$ cat src/rtl/wb_ipi_pkg.sv
// Shared constants for the Wishbone inter-processor mailbox:
// register indices, STATUS/CTRL bit positions and the data width.
package wb_ipi_pkg;

    localparam int DATA_W = 32;

    // Register indices as decoded from wb_adr_i[4:2]
    localparam logic [2:0] IDX_SEND0  = 3'd0;
    localparam logic [2:0] IDX_SEND1  = 3'd1;
    localparam logic [2:0] IDX_RECV0  = 3'd2;
    localparam logic [2:0] IDX_RECV1  = 3'd3;
    localparam logic [2:0] IDX_STATUS = 3'd4;
    localparam logic [2:0] IDX_CTRL   = 3'd5;

    // STATUS layout
    localparam int ST_CNT0_LSB = 0;
    localparam int ST_CNT1_LSB = 4;
    localparam int ST_CNT_W    = 4;
    localparam int ST_OVF0_BIT = 8;
    localparam int ST_OVF1_BIT = 9;

    // CTRL layout
    localparam int CTRL_IEN_LSB  = 0;
    localparam int CTRL_IEN_W    = 2;
    localparam int CTRL_CLR0_BIT = 8;
    localparam int CTRL_CLR1_BIT = 9;

    // Full-word byte select required for SENDn writes
    localparam logic [3:0] SEL_FULL = 4'hF;

endpackage

$ cat src/rtl/ipi_fifo.sv
// Small synchronous FIFO used as one inbound message queue.
// Push while full and pop while empty are ignored; the caller handles
// the overflow flag. Pointers wrap modulo the depth; storage is not reset.
module ipi_fifo #(
    parameter int DEPTH_LOG2 = 2,
    parameter int WIDTH      = 32
) (
    input  logic                  clk,
    input  logic                  rst,
    input  logic                  push,
    input  logic                  pop,
    input  logic [WIDTH-1:0]      push_data,
    output logic [WIDTH-1:0]      head_data,
    output logic                  full,
    output logic                  empty,
    output logic [DEPTH_LOG2:0]   count
);

    localparam int                  DEPTH     = 1 << DEPTH_LOG2;
    localparam int                  CNT_W     = DEPTH_LOG2 + 1;
    localparam logic [CNT_W-1:0]    DEPTH_CNT = CNT_W'(DEPTH);
    localparam logic [CNT_W-1:0]    CNT_ONE   = CNT_W'(1);
    localparam logic [DEPTH_LOG2-1:0] PTR_ONE = DEPTH_LOG2'(1);

    logic [WIDTH-1:0]      mem_r [DEPTH];
    logic [DEPTH_LOG2-1:0] wr_ptr_r;
    logic [DEPTH_LOG2-1:0] rd_ptr_r;
    logic [CNT_W-1:0]      count_r;
    logic                  do_push_s;
    logic                  do_pop_s;

    assign full      = (count_r == DEPTH_CNT);
    assign empty     = (count_r == {CNT_W{1'b0}});
    assign count     = count_r;
    assign head_data = mem_r[rd_ptr_r];
    assign do_push_s = push & ~full;
    assign do_pop_s  = pop & ~empty;

    // Message storage: written on an accepted push, deliberately not reset
    always_ff @(posedge clk) begin
        if (do_push_s) begin
            mem_r[wr_ptr_r] <= push_data;
        end
    end

    // Pointer and occupancy bookkeeping
    always_ff @(posedge clk or posedge rst) begin
        if (rst) begin
            wr_ptr_r <= {DEPTH_LOG2{1'b0}};
            rd_ptr_r <= {DEPTH_LOG2{1'b0}};
            count_r  <= {CNT_W{1'b0}};
        end else begin
            if (do_push_s) begin
                wr_ptr_r <= wr_ptr_r + PTR_ONE;
            end
            if (do_pop_s) begin
                rd_ptr_r <= rd_ptr_r + PTR_ONE;
            end
            case ({do_push_s, do_pop_s})
                2'b10:   count_r <= count_r + CNT_ONE;
                2'b01:   count_r <= count_r - CNT_ONE;
                default: count_r <= count_r;
            endcase
        end
    end

endmodule

$ cat src/rtl/wb_ipi_mailbox.sv
// Wishbone B3 slave providing a two-core inter-processor mailbox:
// one inbound queue per core, a STATUS/CTRL pair and a level interrupt
// per core. Every access terminates with a single-cycle ack or err on
// the edge after it is accepted; bursts are treated as classic singles.
// Only NUM_CORES == 2 is supported.
module wb_ipi_mailbox
    import wb_ipi_pkg::*;
#(
    parameter int DEPTH_LOG2 = 2,
    parameter int NUM_CORES  = 2
) (
    input  logic                  wb_clk_i,
    input  logic                  wb_rst_i,
    input  logic [31:0]           wb_adr_i,
    input  logic [31:0]           wb_dat_i,
    input  logic [3:0]            wb_sel_i,
    input  logic                  wb_we_i,
    input  logic                  wb_cyc_i,
    input  logic                  wb_stb_i,
    input  logic [2:0]            wb_cti_i,
    input  logic [1:0]            wb_bte_i,
    output logic [31:0]           wb_dat_o,
    output logic                  wb_ack_o,
    output logic                  wb_err_o,
    output logic                  wb_rty_o,
    output logic [NUM_CORES-1:0]  irq_o
);

    logic                   ack_r;
    logic                   err_r;
    logic [DATA_W-1:0]      dat_r;
    logic [NUM_CORES-1:0]   irq_r;
    logic [1:0]             ien_r;
    logic [1:0]             ovf_r;
    logic [1:0]             ovf_nxt_s;
    logic [1:0]             clr_s;

    logic                   accept_s;
    logic [2:0]             idx_s;
    logic                   dec_err_s;
    logic [DATA_W-1:0]      rd_data_s;
    logic [1:0]             push_req_s;
    logic [1:0]             pop_req_s;
    logic [1:0]             push_s;
    logic [1:0]             pop_s;
    logic                   ctrl_wr_s;
    logic [DATA_W-1:0]      status_s;
    logic [DATA_W-1:0]      ctrl_rd_s;

    logic [DATA_W-1:0]      head_s  [2];
    logic [DEPTH_LOG2:0]    count_s [2];
    logic [1:0]             full_s;
    logic [1:0]             empty_s;
    logic [1:0]             busy_s;

    // Bus signals that carry no meaning for this slave
    logic unused_s;
    assign unused_s = ^{wb_cti_i, wb_bte_i, wb_adr_i[31:5], wb_adr_i[1:0]};

    assign accept_s = wb_cyc_i & wb_stb_i & ~ack_r & ~err_r;
    assign idx_s    = wb_adr_i[4:2];
    assign push_s   = push_req_s & {2{accept_s}};
    assign pop_s    = pop_req_s & {2{accept_s}};
    assign busy_s   = ~empty_s;

    assign wb_ack_o = ack_r;
    assign wb_err_o = err_r;
    assign wb_dat_o = dat_r;
    assign wb_rty_o = 1'b0;
    assign irq_o    = irq_r;

    // One inbound queue per core
    for (genvar n = 0; n < 2; n++) begin : g_queue
        ipi_fifo #(
            .DEPTH_LOG2 (DEPTH_LOG2),
            .WIDTH      (DATA_W)
        ) u_fifo (
            .clk        (wb_clk_i),
            .rst        (wb_rst_i),
            .push       (push_s[n]),
            .pop        (pop_s[n]),
            .push_data  (wb_dat_i),
            .head_data  (head_s[n]),
            .full       (full_s[n]),
            .empty      (empty_s[n]),
            .count      (count_s[n])
        );
    end

    // Assemble the STATUS and CTRL read views
    always_comb begin
        status_s = 32'h0;
        status_s[ST_CNT0_LSB +: ST_CNT_W] = 4'(count_s[0]);
        status_s[ST_CNT1_LSB +: ST_CNT_W] = 4'(count_s[1]);
        status_s[ST_OVF0_BIT] = ovf_r[0];
        status_s[ST_OVF1_BIT] = ovf_r[1];
        ctrl_rd_s = 32'h0;
        ctrl_rd_s[CTRL_IEN_LSB +: CTRL_IEN_W] = ien_r;
    end

    // Decode the addressed register into error, read data and side-effect requests
    always_comb begin
        dec_err_s  = 1'b0;
        rd_data_s  = 32'h0;
        push_req_s = 2'b00;
        pop_req_s  = 2'b00;
        ctrl_wr_s  = 1'b0;
        case (idx_s)
            IDX_SEND0, IDX_SEND1: begin
                if (wb_we_i && (wb_sel_i == SEL_FULL)) begin
                    push_req_s[idx_s[0]] = 1'b1;
                end else begin
                    dec_err_s = 1'b1;
                end
            end
            IDX_RECV0, IDX_RECV1: begin
                if (wb_we_i) begin
                    dec_err_s = 1'b1;
                end else begin
                    pop_req_s[idx_s[0]] = 1'b1;
                    // An empty queue reads as zero rather than stale storage
                    if (empty_s[idx_s[0]]) begin
                        rd_data_s = 32'h0;
                    end else begin
                        rd_data_s = head_s[idx_s[0]];
                    end
                end
            end
            IDX_STATUS: begin
                if (wb_we_i) begin
                    dec_err_s = 1'b1;
                end else begin
                    rd_data_s = status_s;
                end
            end
            IDX_CTRL: begin
                if (wb_we_i) begin
                    ctrl_wr_s = 1'b1;
                end else begin
                    rd_data_s = ctrl_rd_s;
                end
            end
            default: begin
                dec_err_s = 1'b1;
            end
        endcase
    end

    // Overflow flags: a push into a full queue sets, a CTRL write-1 clears, set wins
    always_comb begin
        ovf_nxt_s = ovf_r;
        if (accept_s && ctrl_wr_s && wb_sel_i[1]) begin
            clr_s = wb_dat_i[CTRL_CLR1_BIT:CTRL_CLR0_BIT];
        end else begin
            clr_s = 2'b00;
        end
        for (int n = 0; n < 2; n++) begin
            if (push_s[n] && full_s[n]) begin
                ovf_nxt_s[n] = 1'b1;
            end else if (clr_s[n]) begin
                ovf_nxt_s[n] = 1'b0;
            end else begin
                ovf_nxt_s[n] = ovf_r[n];
            end
        end
    end

    // Bus termination and registered read data, one cycle after acceptance
    always_ff @(posedge wb_clk_i or posedge wb_rst_i) begin
        if (wb_rst_i) begin
            ack_r <= 1'b0;
            err_r <= 1'b0;
            dat_r <= 32'h0;
        end else if (accept_s) begin
            ack_r <= ~dec_err_s;
            err_r <= dec_err_s;
            dat_r <= dec_err_s ? 32'h0 : rd_data_s;
        end else begin
            ack_r <= 1'b0;
            err_r <= 1'b0;
            dat_r <= 32'h0;
        end
    end

    // Interrupt enables and overflow flags
    always_ff @(posedge wb_clk_i or posedge wb_rst_i) begin
        if (wb_rst_i) begin
            ien_r <= 2'b00;
            ovf_r <= 2'b00;
        end else begin
            if (accept_s && ctrl_wr_s && wb_sel_i[0]) begin
                ien_r <= wb_dat_i[CTRL_IEN_LSB +: CTRL_IEN_W];
            end
            ovf_r <= ovf_nxt_s;
        end
    end

    // Per-core interrupt from the settled enable and occupancy state
    always_ff @(posedge wb_clk_i or posedge wb_rst_i) begin
        if (wb_rst_i) begin
            irq_r <= {NUM_CORES{1'b0}};
        end else begin
            irq_r <= ien_r & busy_s;
        end
    end

endmodule
$ cat config.mk
export PLATFORM = sky130hd
export DESIGN_NAME = wb_ipi_mailbox
export DESIGN_NICKNAME = d
export VERILOG_FILES = /design/src/rtl/wb_ipi_pkg.sv /design/src/rtl/ipi_fifo.sv /design/src/rtl/wb_ipi_mailbox.sv
export SDC_FILE = /design/constraint.sdc
export NUM_CORES = 1
export LEC_CHECK = 0
export CAP_MARGIN = 30
export CORE_MARGIN = 2
export CORE_UTILIZATION = 61
export DETAILED_ROUTE_END_ITERATION = 16
export PLACE_DENSITY = 0.84
export SLEW_MARGIN = 40
export SYNTH_ARGS = -nofsm -noshare
export SYNTH_HDL_FRONTEND = slang
export SYNTH_SLANG_ARGS = --single-unit
$ cat constraint.sdc
create_clock -name wb_clk_i -period 7.32 [get_ports wb_clk_i]
set_clock_uncertainty 0.1 [all_clocks]
set_input_delay 1.464 -clock wb_clk_i [delete_from_list [all_inputs] [get_ports wb_clk_i]]
set_output_delay 1.464 -clock wb_clk_i [all_outputs]
set_load 0.02 [all_outputs]
==> results of run 1 <==
registers in the layout, indices dropped and copies added (netlist names):
name / flops
wb_ack_o: 1
g_queue.u_fifo.count: 6
g_queue.u_fifo.mem_r: 256
ien_r: 2
g_queue.u_fifo.rd_ptr_r: 4
ovf_r: 2
wb_err_o: 1
wb_dat_o: 32
irq_o: 2
g_queue.u_fifo.wr_ptr_r: 4
worst paths after layout:
kind                              from                             to  slack [ps]  cells past startpoint
max                        wb_adr_i[2]     g_queue[0].u_fifo.count[2]        3180                     13
min                           ovf_r[0]                       ovf_r[0]         400                      1
max reg2reg                   wb_err_o     g_queue[1].u_fifo.count[2]        4320                      8
min reg2reg                   ovf_r[0]                       ovf_r[0]         400                      1
max in group asynchronous     wb_rst_i  g_queue[0].u_fifo.rd_ptr_r[0]        5430                      3
min in group asynchronous     wb_rst_i  g_queue[1].u_fifo.wr_ptr_r[1]        1280                      3
final cells by class:
| type | instances | share of cell area (%) |
|---|---|---|
| Inverter | 14 | 0.377 |
| Antenna cell | 2 | 0.0359 |
| Timing Repair Buffer | 95 | 6.56 |
| Tap cell | 265 | 2.38 |
| Sequential cell | 310 | 64.8 |
| Multi-Input combinational cell | 267 | 19.2 |
| Clock buffer | 41 | 5.89 |
| Clock inverter | 12 | 0.781 |
cell families after synthesis:
family | after synthesis | share of synthesized area [%]
AOI/OAI and AO/OA | 54 | 3.15
xor gates and xnor gates | 12 | 0.884
adders and majority gates | 12 | 1.39
buffers and inverters | 43 | 1.61
DFF | 310 | 76.0
muxes | 79 | 12.5
other | 1 | 0.0315
and+or+nand+nor | 109 | 4.48
critical path, stage by stage:
cell,delay [ps]
clkdlybuf4s50_1,410
buf_4,310
inv_1,160
buf_4,420
nand2_1,200
a2111oi_4,530
inv_1,90
ha_1,220
inv_1,70
fa_1,180
xor2_1,150
nor2_1,70
xor2_1,150
per-layer routing:
| layer | vias to the layer above | part of all wire, % |
|---|---|---|
| li1 | 2612 | - |
| met1 | 3127 | 38 |
| met2 | 223 | 53 |
| met3 | 42 | 7.4 |
| met4 | 0 | 1.9 |
| met5 | - | 0 |
cell usage after synthesis, drive strengths merged (6+ instances only):
library cell,n
a21oi,25
and2,10
buf,19
clkbuf,10
dfrtp,54
edfxtp,256
ha,10
inv,14
mux2i,20
mux4,55
nand2,60
nor2,10
nor3,6
o21ai,10
xnor2,6
xor2,6
power by group:
group	leakage, µW	internal [µW]	total, µW	switching, µW
clock network	0.000458	846	1450	603
registers	0.00303	1930	1960	31.6
logic	0.00125	182	362	180
total	0.00474	2960	3770	814
metrics by stage:
step                      power [µW]  worst slack, ps  hold slack [ps]  cell area, µm²  util [%]
after floorplan                 2260             3550              344           11900         -
after global placement          2340             2770              388           13000      67.5
after detailed placement        2360             2620              393           13000      67.5
after CTS                       3800             3200              405           13900      72.3
after global routing            3890             3000              433           13900      72.3
final                           3770             3180              403           13900      72.4
==> impl_results.md, run 1 <==
- Outcome: completed
- Final layout net count: 807
- Pwr dens: 270 nW/µm²
- Fillcell total: 1179
- Kind of critical path: primary input to flop
- Post-synth EDFFs: 256
- Post-cts sizing count: 0
- Most frequent cells in the layout: edfxtp_1, clkdlybuf4s50_1, nand2_1, mux4_2, dfrtp_1
- Required time of the worst setup path: 7620 ps
- Peak VDD IR: 0.000218 V
- Die H: 144 µm
- Post-synthesis cell count: 620
- Port bufs: 79
- Area added between synthesis and finish: 17.2%
- Iter 0 DRT Violations: 556
- Final-report hold violation count: 0
- Core Area: 19300 µm²
- FP Rows: 51
- # hold bufs at CTS: 0
- Min Tclk post-route: 4140 ps
- Via count: 6004
- CTS Buffer Depth: 3
- Top-area cell type share of the netlist area: 64.6%
- Startpoint type of the worst setup path: primary input
- M1 GR Usage: 31.3%
- CTS tree: done
- Die area: 20600 µm²
- Unrepaired setup endpoints after global routing: false
- Syn nets: 710
- Layout cells sized above 1: 17.6%
- Syn avg cell area: 19.2 µm²
- Multi-input logic area: 2670 µm²
- Initial antenna violation count: 0
- Finish-stage setup viols: 0
- Placed instance count: 951
- DR vias/cell: 5.97
- Synth cell types: 48
- Initial core utilization: 61.7%
- Largest net degree at the start of global routing: 55
- Worst-Margin Slew: 804 ps
- YS warnings: 0
- Final WL: 23600 µm
- Total congestion overflow: 0
- Mapped Area: 11900 µm²
- Synth Register Bits: 310
- Post-route DRC: 0
- FMAX: 0.241 GHz
- Leak: 0.00474 µW
- Final Cycle Share: 56.6%
- Post CTS Setup Buffer Count: 0
- Slew Limit Fails: 0
- Commonest non-fill, non-tap cell in the layout: edfxtp_1
- Arr. time, crit path: 4440 ps
- Grt met3 use: 4.33%
- Post-DRT Antenna Nets: 0
- Area leader, netlist: edfxtp_1
- Die W: 144 µm
- Pre-antenna DRT Iters: 5
- Async S/R FF share, synth: 17.4%
- Worst setup EP type: flop
- H-tree depth: 1
- Dominant cells by area after synthesis: edfxtp_1, dfrtp_1, mux4_2, nand2_1, mux2i_1
- Sinks on the clock net: 310
- Crit Path Max Fanout: 41
- Ys flop type: edfxtp_1
- Routability cong.: 0.788
- Dpl hpwl: 13200 µm
- First-pass GRT wire length: 36000 µm
- Clk_lat worst skew: 540 ps
- Worst min path class: flop to flop
- I/O pins: 115
- GRT Total Usage: 23.9%
- Worst-path clk slew: 60 ps
- Root Buffer: clkbuf_16
- Setup_tns: 0 ps
- Cts bufs inserted: 29
- Worst slew margin: 46.4%
- Vias in the first global route: 6381
- Max-cap violations: 0
- Flip-flop and latch area: 9040 µm²
- Wire per inst: 23.5 µm
- Met2 Usage GRT: 41.5%
- Seq/Total Area, Yosys: 76.0%
- Layout Cells excl Fill: 1006
- Most used routing layer: met2
No activity file was read; power rests on OpenSTA's default activity.
==> run 2: changes to the inputs <==
CORE_UTILIZATION = 51   (was 61)
PLACE_DENSITY = 0.75   (was 0.84)
clock period = 3.45 ns   (was 7.32 ns; I/O delays follow)
==> run 2 against run 1 <==
  * Register-to-register slack worse by 3400 ps
  * First-iteration DRC count decreased by 34%
  * Total power up 120%
  * Combinational power up 98%
  * Flip-flop and latch count unchanged
  * Cell count increased by 6.4%
  * Largest power group unchanged
  * Highest routed layer is now met5
==> impl_results.md, run 2 (same netlist as run 1, synthesis figures left out) <==
- Worst reg2reg path depth: 9
- Setup crit start: wb_adr_i[3]
- Worst-path clk slew: 60 ps
- Routability cong.: 0.825
- Setup_tns: 0 ps
- Kind of critical path: primary input to flop
- Top delay family on crit path: simple AND/OR/NAND/NOR gates
- # hold bufs at CTS: 0
- Area added between synthesis and finish: 20.6%
- Port bufs: 79
- Fillcell total: 1562
- FP Rows: 55
- Final layout net count: 822
- Final Cycle Share: 79.7%
- Critical Path End: g_queue[0].u_fifo.count[2]
- Leak: 0.00489 µW
- Via count: 6020
- Initial antenna violation count: 1
- Die W: 157 µm
- Worst setup EP type: flop
- Max reg flops: 256
- I/O pins: 115
- Crit-path cells: clkdlybuf4s50_1, or3b_4, nor4_2, ha_1, inv_1, fa_1, xor2_1, nor2_1, xor2_1
- Worst-Margin Slew: 774 ps
- Required time of the worst setup path: 3820 ps
- Total power: 8460 µW
- Worst slew margin: 48.4%
- Min Tclk post-route: 2750 ps
- CTS tree: done
- Root Buffer: clkbuf_16
- Commonest non-fill, non-tap cell in the layout: edfxtp_1
- Layout cells sized above 1: 19.3%
- Setup slack, reg-to-reg: 890 ps
- Post CTS Setup Buffer Count: 0
- Number of stages on the worst setup path: 9
- Max-cap violations: 0
- Initial core utilization: 52.2%
- H-tree depth: 1
- Register with the most flip-flops: g_queue.u_fifo.mem_r
- Crit Path Max Fanout: 3
- Final-report hold violation count: 0
- Post-cts sizing count: 0
- Startpoint type of the worst setup path: primary input
- RR Startpoint: wb_err_o
- Worst flop-to-flop path endpoint: g_queue[0].u_fifo.count[2]
- Critical path's slowest cell: clkdlybuf4s50_1
- Total congestion overflow: 0
- Wire per inst: 22.3 µm
- Critical path's most frequent cell: xor2_1
- Worst min path class: flop to flop
- ANT cells: 0
- FMAX: 0.364 GHz
- Clk_lat worst skew: 550 ps
- DR vias/cell: 5.63
- Slew Limit Fails: 0
- Die H: 157 µm
- Vias in the first global route: 6431
- Max incr delay on CP: 500 ps
- Final WL: 23900 µm
- Largest net degree at the start of global routing: 55
- Pwr dens: 590 nW/µm²
- Sinks on the clock net: 310
- Post-DRT Antenna Nets: 0
- Outcome: completed
- Iter 0 DRT Violations: 366
- Post-route DRC: 0
- Dpl hpwl: 13500 µm
- Cts bufs inserted: 31
- Peak VDD IR: 0.000423 V
- GRT Total Usage: 20.1%
- Arr. time, crit path: 3120 ps
- Unrepaired setup endpoints after global routing: false
- Core Area: 22800 µm²
- Finish-stage setup viols: 0
- First-pass GRT wire length: 36900 µm
- Die area: 24600 µm²
- Most frequent cells in the layout: edfxtp_1, clkdlybuf4s50_1, nand2_1, mux4_2, dfrtp_1
- WP buf/inv: 2
- CTS Buffer Depth: 3
- Pre-antenna DRT Iters: 5
==> run 2: cell count changes in the layout (fill, tap and decap cells not counted), moves of 2 or more <==
cell	previous run	this run
clkbuf_8	5	0
clkbuf_16	29	31
diode_2	2	0
buf_12	0	8
bufinv_16	2	7
buf_4	15	20
==> run 2: how the worst min path moves through the flow <==
stage              from     endpoint  slack, ps  depth (start not counted)
2_1_floorplan  ovf_r[0]  wb_dat_o[8]        340                          2
3_3_place_gp   ovf_r[0]     ovf_r[0]        390                          1
3_5_place_dp   ovf_r[0]     ovf_r[0]        390                          1
4_1_cts        ovf_r[0]     ovf_r[0]        410                          1
5_1_grt        ovf_r[0]     ovf_r[0]        440                          1
6_report       ovf_r[0]     ovf_r[0]        400                          1
==> run 2: layout make-up <==
cell class              instances  area (µm²)  area share, %
clock buffers                  39         806           5.62
clock inverters                19         274           1.91
inverters                      14        52.6          0.366
multi-input cells             267        2670           18.6
flip-flops and latches        310        9040           63.1
well taps                     313         392           2.73
repair buffers                108        1110           7.72
==> run 2: metal layers <==
| layer | GRT usage [%] | vias to the layer above | wire [µm] |
|---|---|---|---|
| li1 | - | 2660 | - |
| met1 | 26.3 | 3147 | 9450 |
| met2 | 35.7 | 175 | 12700 |
| met3 | 3.02 | 36 | 1310 |
| met4 | 4.67 | 2 | 419 |
| met5 | 0 | - | 16 |
==> run 2: through the flow <==
stage          hold WS [ps]  cells  util (%)  setup WS [ps]  area [µm²]
3_3_place_gp            389   1012      58.2            252       13300
3_5_place_dp            392   1012      58.2            177       13300
5_1_grt                 438   1070      63.0            604       14300
6_report                401   1070      63.0            699       14300
2_1_floorplan           344    620         -            458       11900
4_1_cts                 405   1070      62.9            729       14300
==> run 2: power by group <==
group	internal, µW	switching (µW)
logic	401	316
registers	4090	144
clock network	2170	1330
total	6660	1790
==> run 2: worst reg2reg max path: cells and delay by family, from the launching register on <==
| kind | cells | cell delay [ps] |
|---|---|---|
| flops | 1 | 390 |
| fa+ha+maj | 2 | 630 |
| xor+xnor | 2 | 320 |
| buf+inv | 2 | 260 |
| simple gates | 3 | 780 |
